[src/rtl/dds_cfg_loader.sv]
// dds_cfg_loader: collects N_CH channel tuples and serially loads them into the DDS core
module dds_cfg_loader #(
  parameter int SIG_WIDTH = 16,
  parameter int N_CH = 8,
  parameter logic [8:0] THETAS = 9'd0,
  parameter logic [8:0] DELTAS = 9'd1,
  parameter logic [8:0] AMPLS = 9'd2,
  parameter logic [8:0] NOP_ADDR = 9'h1FF
) (
  input  logic                 clk,
  input  logic                 rst,
  input  logic                 i_load,
  input  logic                 i_run_enable,
  input  logic                 s_valid,
  output logic                 s_ready,
  input  logic [SIG_WIDTH-1:0] s_theta,
  input  logic [SIG_WIDTH-1:0] s_delta,
  input  logic [SIG_WIDTH-1:0] s_ampl,
  output logic                 o_dds_rst,
  output logic                 o_dds_start,
  output logic [8:0]           o_dds_addrs,
  output logic [SIG_WIDTH-1:0] o_dds_fifo_data,
  output logic                 o_busy,
  output logic                 o_done
);
  localparam int CW = $clog2(N_CH);
  typedef enum logic [2:0] {IDLE, CLEAR, COLLECT, WR_THETA, WR_DELTA, WR_AMPL, RUN} state_t;
  state_t state, nstate;
  logic [CW-1:0] cnt, ncnt, inc;
  logic last, acc;
  logic [SIG_WIDTH-1:0] th_buf [N_CH];
  logic [SIG_WIDTH-1:0] dl_buf [N_CH];
  logic [SIG_WIDTH-1:0] am_buf [N_CH];
  assign last = cnt == CW'(N_CH - 1);
  assign acc = s_valid && s_ready;
  assign inc = last ? '0 : cnt + CW'(1);
  always_comb begin
    nstate = state;
    ncnt = cnt;
    case (state)
      IDLE:     nstate = i_load ? CLEAR : IDLE;
      CLEAR:    begin nstate = COLLECT; ncnt = '0; end
      COLLECT:  begin ncnt = acc ? inc : cnt; nstate = acc && last ? WR_THETA : COLLECT; end
      WR_THETA: begin ncnt = inc; nstate = last ? WR_DELTA : WR_THETA; end
      WR_DELTA: begin ncnt = inc; nstate = last ? WR_AMPL : WR_DELTA; end
      WR_AMPL:  begin ncnt = inc; nstate = last ? RUN : WR_AMPL; end
      RUN:      nstate = i_load ? CLEAR : RUN;
      default:  nstate = IDLE;
    endcase
  end
  always_ff @(posedge clk) begin
    if (rst) begin
      state <= IDLE;
      cnt <= '0;
      s_ready <= 1'b0;
      o_dds_rst <= 1'b0;
      o_dds_start <= 1'b0;
      o_dds_addrs <= NOP_ADDR;
      o_dds_fifo_data <= '0;
      o_busy <= 1'b0;
      o_done <= 1'b0;
    end else begin
      state <= nstate;
      cnt <= ncnt;
      s_ready <= nstate == COLLECT;
      o_dds_rst <= nstate == CLEAR;
      o_dds_start <= nstate == RUN && i_run_enable;
      o_busy <= nstate != IDLE && nstate != RUN;
      o_done <= nstate == RUN && state != RUN;
      o_dds_addrs <= nstate == WR_THETA ? THETAS : nstate == WR_DELTA ? DELTAS : nstate == WR_AMPL ? AMPLS : NOP_ADDR;
      o_dds_fifo_data <= nstate == WR_THETA ? th_buf[ncnt] : nstate == WR_DELTA ? dl_buf[ncnt] : nstate == WR_AMPL ? am_buf[ncnt] : '0;
    end
  end
  always_ff @(posedge clk) begin
    if (acc) begin
      th_buf[cnt] <= s_theta;
      dl_buf[cnt] <= s_delta;
      am_buf[cnt] <= s_ampl;
    end
  end
endmodule

[config.mk]
export PLATFORM = sky130hd
export DESIGN_NAME = dds_cfg_loader
export DESIGN_NICKNAME = d
export VERILOG_FILES = /design/src/rtl/dds_cfg_loader.sv
export SDC_FILE = /design/constraint.sdc
export NUM_CORES = 1
export LEC_CHECK = 0
export BUFFER_PORTS_ARGS = -buffer_cell sky130_fd_sc_hd__buf_2
export CAP_MARGIN = 20
export CORE_UTILIZATION = 41
export CTS_CLUSTER_SIZE = 8
export DETAILED_ROUTE_END_ITERATION = 10
export PLACE_DENSITY = 0.57
export REMOVE_ABC_BUFFERS = 1
export SKIP_CTS_REPAIR_TIMING = 1
export SLEW_MARGIN = 20
export SYNTH_ARGS = -nofsm -noshare
export SYNTH_HDL_FRONTEND = slang
export SYNTH_SLANG_ARGS = --single-unit
[constraint.sdc]
create_clock -name clk -period 8.68 [get_ports clk]
set_input_delay 1.736 -clock clk [delete_from_list [all_inputs] [get_ports clk]]
set_output_delay 1.736 -clock clk [all_outputs]
set_load 0.05 [all_outputs]
==> flow_summary_export.csv <==
group,metric,value,unit
status,run_status,"finished clean",
final_layout,layout_commonest_cell,"edfxtp_1",
place,dpl_cell_area,16900,um2
final_layout,post-route-util,49.0,%
yosys,async_flop_share,0,%
worst_hold_path,hp-class,"register to register",
sta,holdWs,654,ps
place,port_buffers,82,
grt,grt_pass1_vias,9258,
cts,cts_tree,"yes",
critical_path,cp-end-kind,"register",
grt,antenna_found_initial,5,
route,drc_errors,0,
yosys,synth_seq_cells,414,
place,dp_cells,1631,
cts,cts_max_level,2,
critical_path,rr_endpoint,"o_dds_fifo_data[11]",
yosys,synth_seq_area_share,76.0,%
power_and_ir_drop,power_frac_comb,6.4,%
sta,fin_worst_skew,24.5,ps
die,die_h,199,um
power_and_ir_drop,power_switching,1.00,mW
route,via_count,9489,
cts,clk_pin_slew_worst_paths,50,ps
power_and_ir_drop,p_clk_share,45.1,%
grt,grt-ovfl-total,0,
cts,cts_made_buffers,57,
die,dieArea,39700,um2
die,core_area,38000,um2
critical_path,r2r_setup_slack,4530,ps
grt,grt_pass1_wl,58000,um
sta,worst_slack,3920,ps
critical_path,critPathMaxFanout,82,
sta,slew_headroom,26.9,%
critical_path,rr_worst_depth,9,
final_layout,final_area,18600,um2
sta,min_period_over_period,54.9,%
yosys,ys_warn_count,0,
flow_run,cap_violations,0,
power_and_ir_drop,seqPwrFrac,48.5,%
sta,finalSetupTns,0,ps
power_and_ir_drop,p_int,3.54,mW
sta,grt_setup_unrepaired,"no",
sta,tightest_slew,1090,ps
sta,period_needed,4760,ps
route,ant_nets,0,
yosys,synthCells,1082,
critical_path,critPathArrivalTime,5200,ps
place,place_hpwl,19100,um
worst_hold_path,min_from,"dl_buf[4][10]",
power_and_ir_drop,switching_share,22.1,%
route,drt_iter0_markers,774,
power_and_ir_drop,cellPowerDensity,244,nW/um2
grt,grt.total_usage,19.9,%
critical_path,cp-start-kind,"input port",
final_layout,fillCellCount,3311,
power_and_ir_drop,peakVddDrop,0.188,mV
cts,clock_sinks,414,
route,totalWireLength,38600,um
die,io_pins,83,
yosys,dominantRegCellSynth,"edfxtp_1",
die,start_util,42.0,%
place,routabilityCongestion,0.721,
yosys,avgSynthCellArea,14.7,um2
die,rows,71,
cts,cts_buffer_depth,3,
route,wire_per_inst,22.2,um
power_and_ir_drop,total_power,4.54,mW
power_and_ir_drop,p_leak,6.32,nW
place,pre_cts_ws,3370,ps
route,viasPerCell,5.45,
yosys,synth_cell_types,51,
final_layout,drive_gt1_share,14.8,%
final_layout,area_delta_synth_final,16.6,%
final_layout,mostFrequentLayoutCells,"edfxtp_1, nand2_1, buf_2, nand3_1, mux2i_1",
cts,clock_latency,590,ps
final_layout,stdcell_count,1740,
die,chipWidth,199,um
sta,slew_violations,0,
worst_hold_path,worstHoldEndpoint,"o_dds_fifo_data[10]",
sta,hold_viol_final,0,
sta,setup_violations,0,
critical_path,crit_type,"input port to register",
yosys,synth_edf_count,384,
yosys,syn_area,16000,um2
worst_hold_path,hold_depth,3,
sta,fmax,210,MHz
critical_path,cp_data_required_time,9120,ps
final_layout,nets,1234,
route,firstDrtPassIters,5,
cts,ctsRootBufferMaster,"clkbuf_16",
critical_path,r2r-start,"cnt[0]",
grt,grt_max_degree,83,
metal layers:
| layer | GRT usage [%] | wire, um | up-vias |
|---|---|---|---|
| met4 | 6.70 | 839 | 6 |
| met3 | 4.12 | 2420 | 65 |
| met1 | 28.1 | 17500 | 4731 |
| met5 | 0 | 33 | - |
| li1 | - | - | 4358 |
| met2 | 30.7 | 17800 | 329 |
power by group through the flow:
stage / registers, mW / logic (mW) / clock network (mW)
final: 2.20 / 0.290 / 2.05
after global routing: 2.20 / 0.319 / 2.16
after CTS: 2.20 / 0.293 / 2.08
after detailed placement: 2.24 / 0.291 / 0
after global placement: 2.24 / 0.288 / 0
after floorplan: 2.25 / 0.210 / 0
flip-flops by register name, summed over array words and instances (netlist names):
register / cells
am_buf: 128
o_dds_rst: 1
o_dds_addrs: 3
o_done: 1
th_buf: 128
o_dds_fifo_data: 16
cnt: 3
dl_buf: 128
state: 3
o_busy: 1
s_ready: 1
o_dds_start: 1
worst max-delay path: stages:
cell	delay (ps)
buf_2	90
nand2_1	250
a2111o_1	530
nand2_4	670
buf_4	890
mux2_2	420
a221o_1	320
o21ai_0	80
a31oi_1	100
cell type report:
class                      instances  area [um2]  area share (%)
clock inverter                     2        36.3           0.195
multi-input combinational        600        3580            19.3
clock buffer                     104        1630            8.78
timing repair buffer             103         568            3.05
tap                              511         639            3.44
sequential                       414       12100            65.2
inverter                           3        11.3          0.0605
antenna                            3        7.51          0.0403
kinds of logic after synthesis:
family	count (synthesis)	share of synthesized area, %
AOI/OAI and AO/OA	157	7.30
xor gates and xnor gates	2	0.110
adders and majority gates	2	0.157
buffers and inverters	68	1.99
DFF	414	76.0
muxes	68	4.27
and+or+nand+nor	371	10.1
how the worst max path moves through the flow:
stage                       start  slack [ps]  cells after the start                  end
after detailed placement  s_valid        3370                      9  o_dds_fifo_data[11]
after CTS                 s_valid        3960                      9  o_dds_fifo_data[11]
after global routing      s_valid        3760                      9  o_dds_fifo_data[11]
after floorplan           s_valid        1550                      2         am_buf[0][0]
after global placement    s_valid        3390                      9  o_dds_fifo_data[11]
final                     s_valid        3920                      9  o_dds_fifo_data[11]
cell usage after synthesis (2+ instances only):
cell type / instances / area share [%]
buf_1: 4 / 0.094
xnor2_1: 2 / 0.11
o22ai_1: 28 / 1.1
a22oi_1: 2 / 0.094
o21bai_1: 17 / 0.80
a32o_1: 2 / 0.13
mux2i_1: 67 / 4.2
a211oi_1: 18 / 0.85
a311oi_1: 15 / 0.82
a22o_1: 14 / 0.77
nor2b_1: 5 / 0.20
a21oi_1: 10 / 0.31
nand2_1: 227 / 5.3
clkbuf_1: 32 / 0.75
nor4_1: 4 / 0.16
a31oi_1: 17 / 0.67
o21ai_0: 4 / 0.13
nand4_1: 16 / 0.63
nor2_1: 18 / 0.42
nand3_1: 76 / 2.4
edfxtp_1: 384 / 72
o211ai_1: 14 / 0.66
dfxtp_1: 30 / 3.8
buf_4: 8 / 0.38
buf_2: 20 / 0.63
and2_1: 2 / 0.078
ha_1: 2 / 0.16
a32oi_1: 4 / 0.22
nand2b_1: 7 / 0.27
and3_1: 3 / 0.12
nor3_1: 8 / 0.25
inv_1: 3 / 0.071
Note: power is estimated with default switching activity, not from simulation.
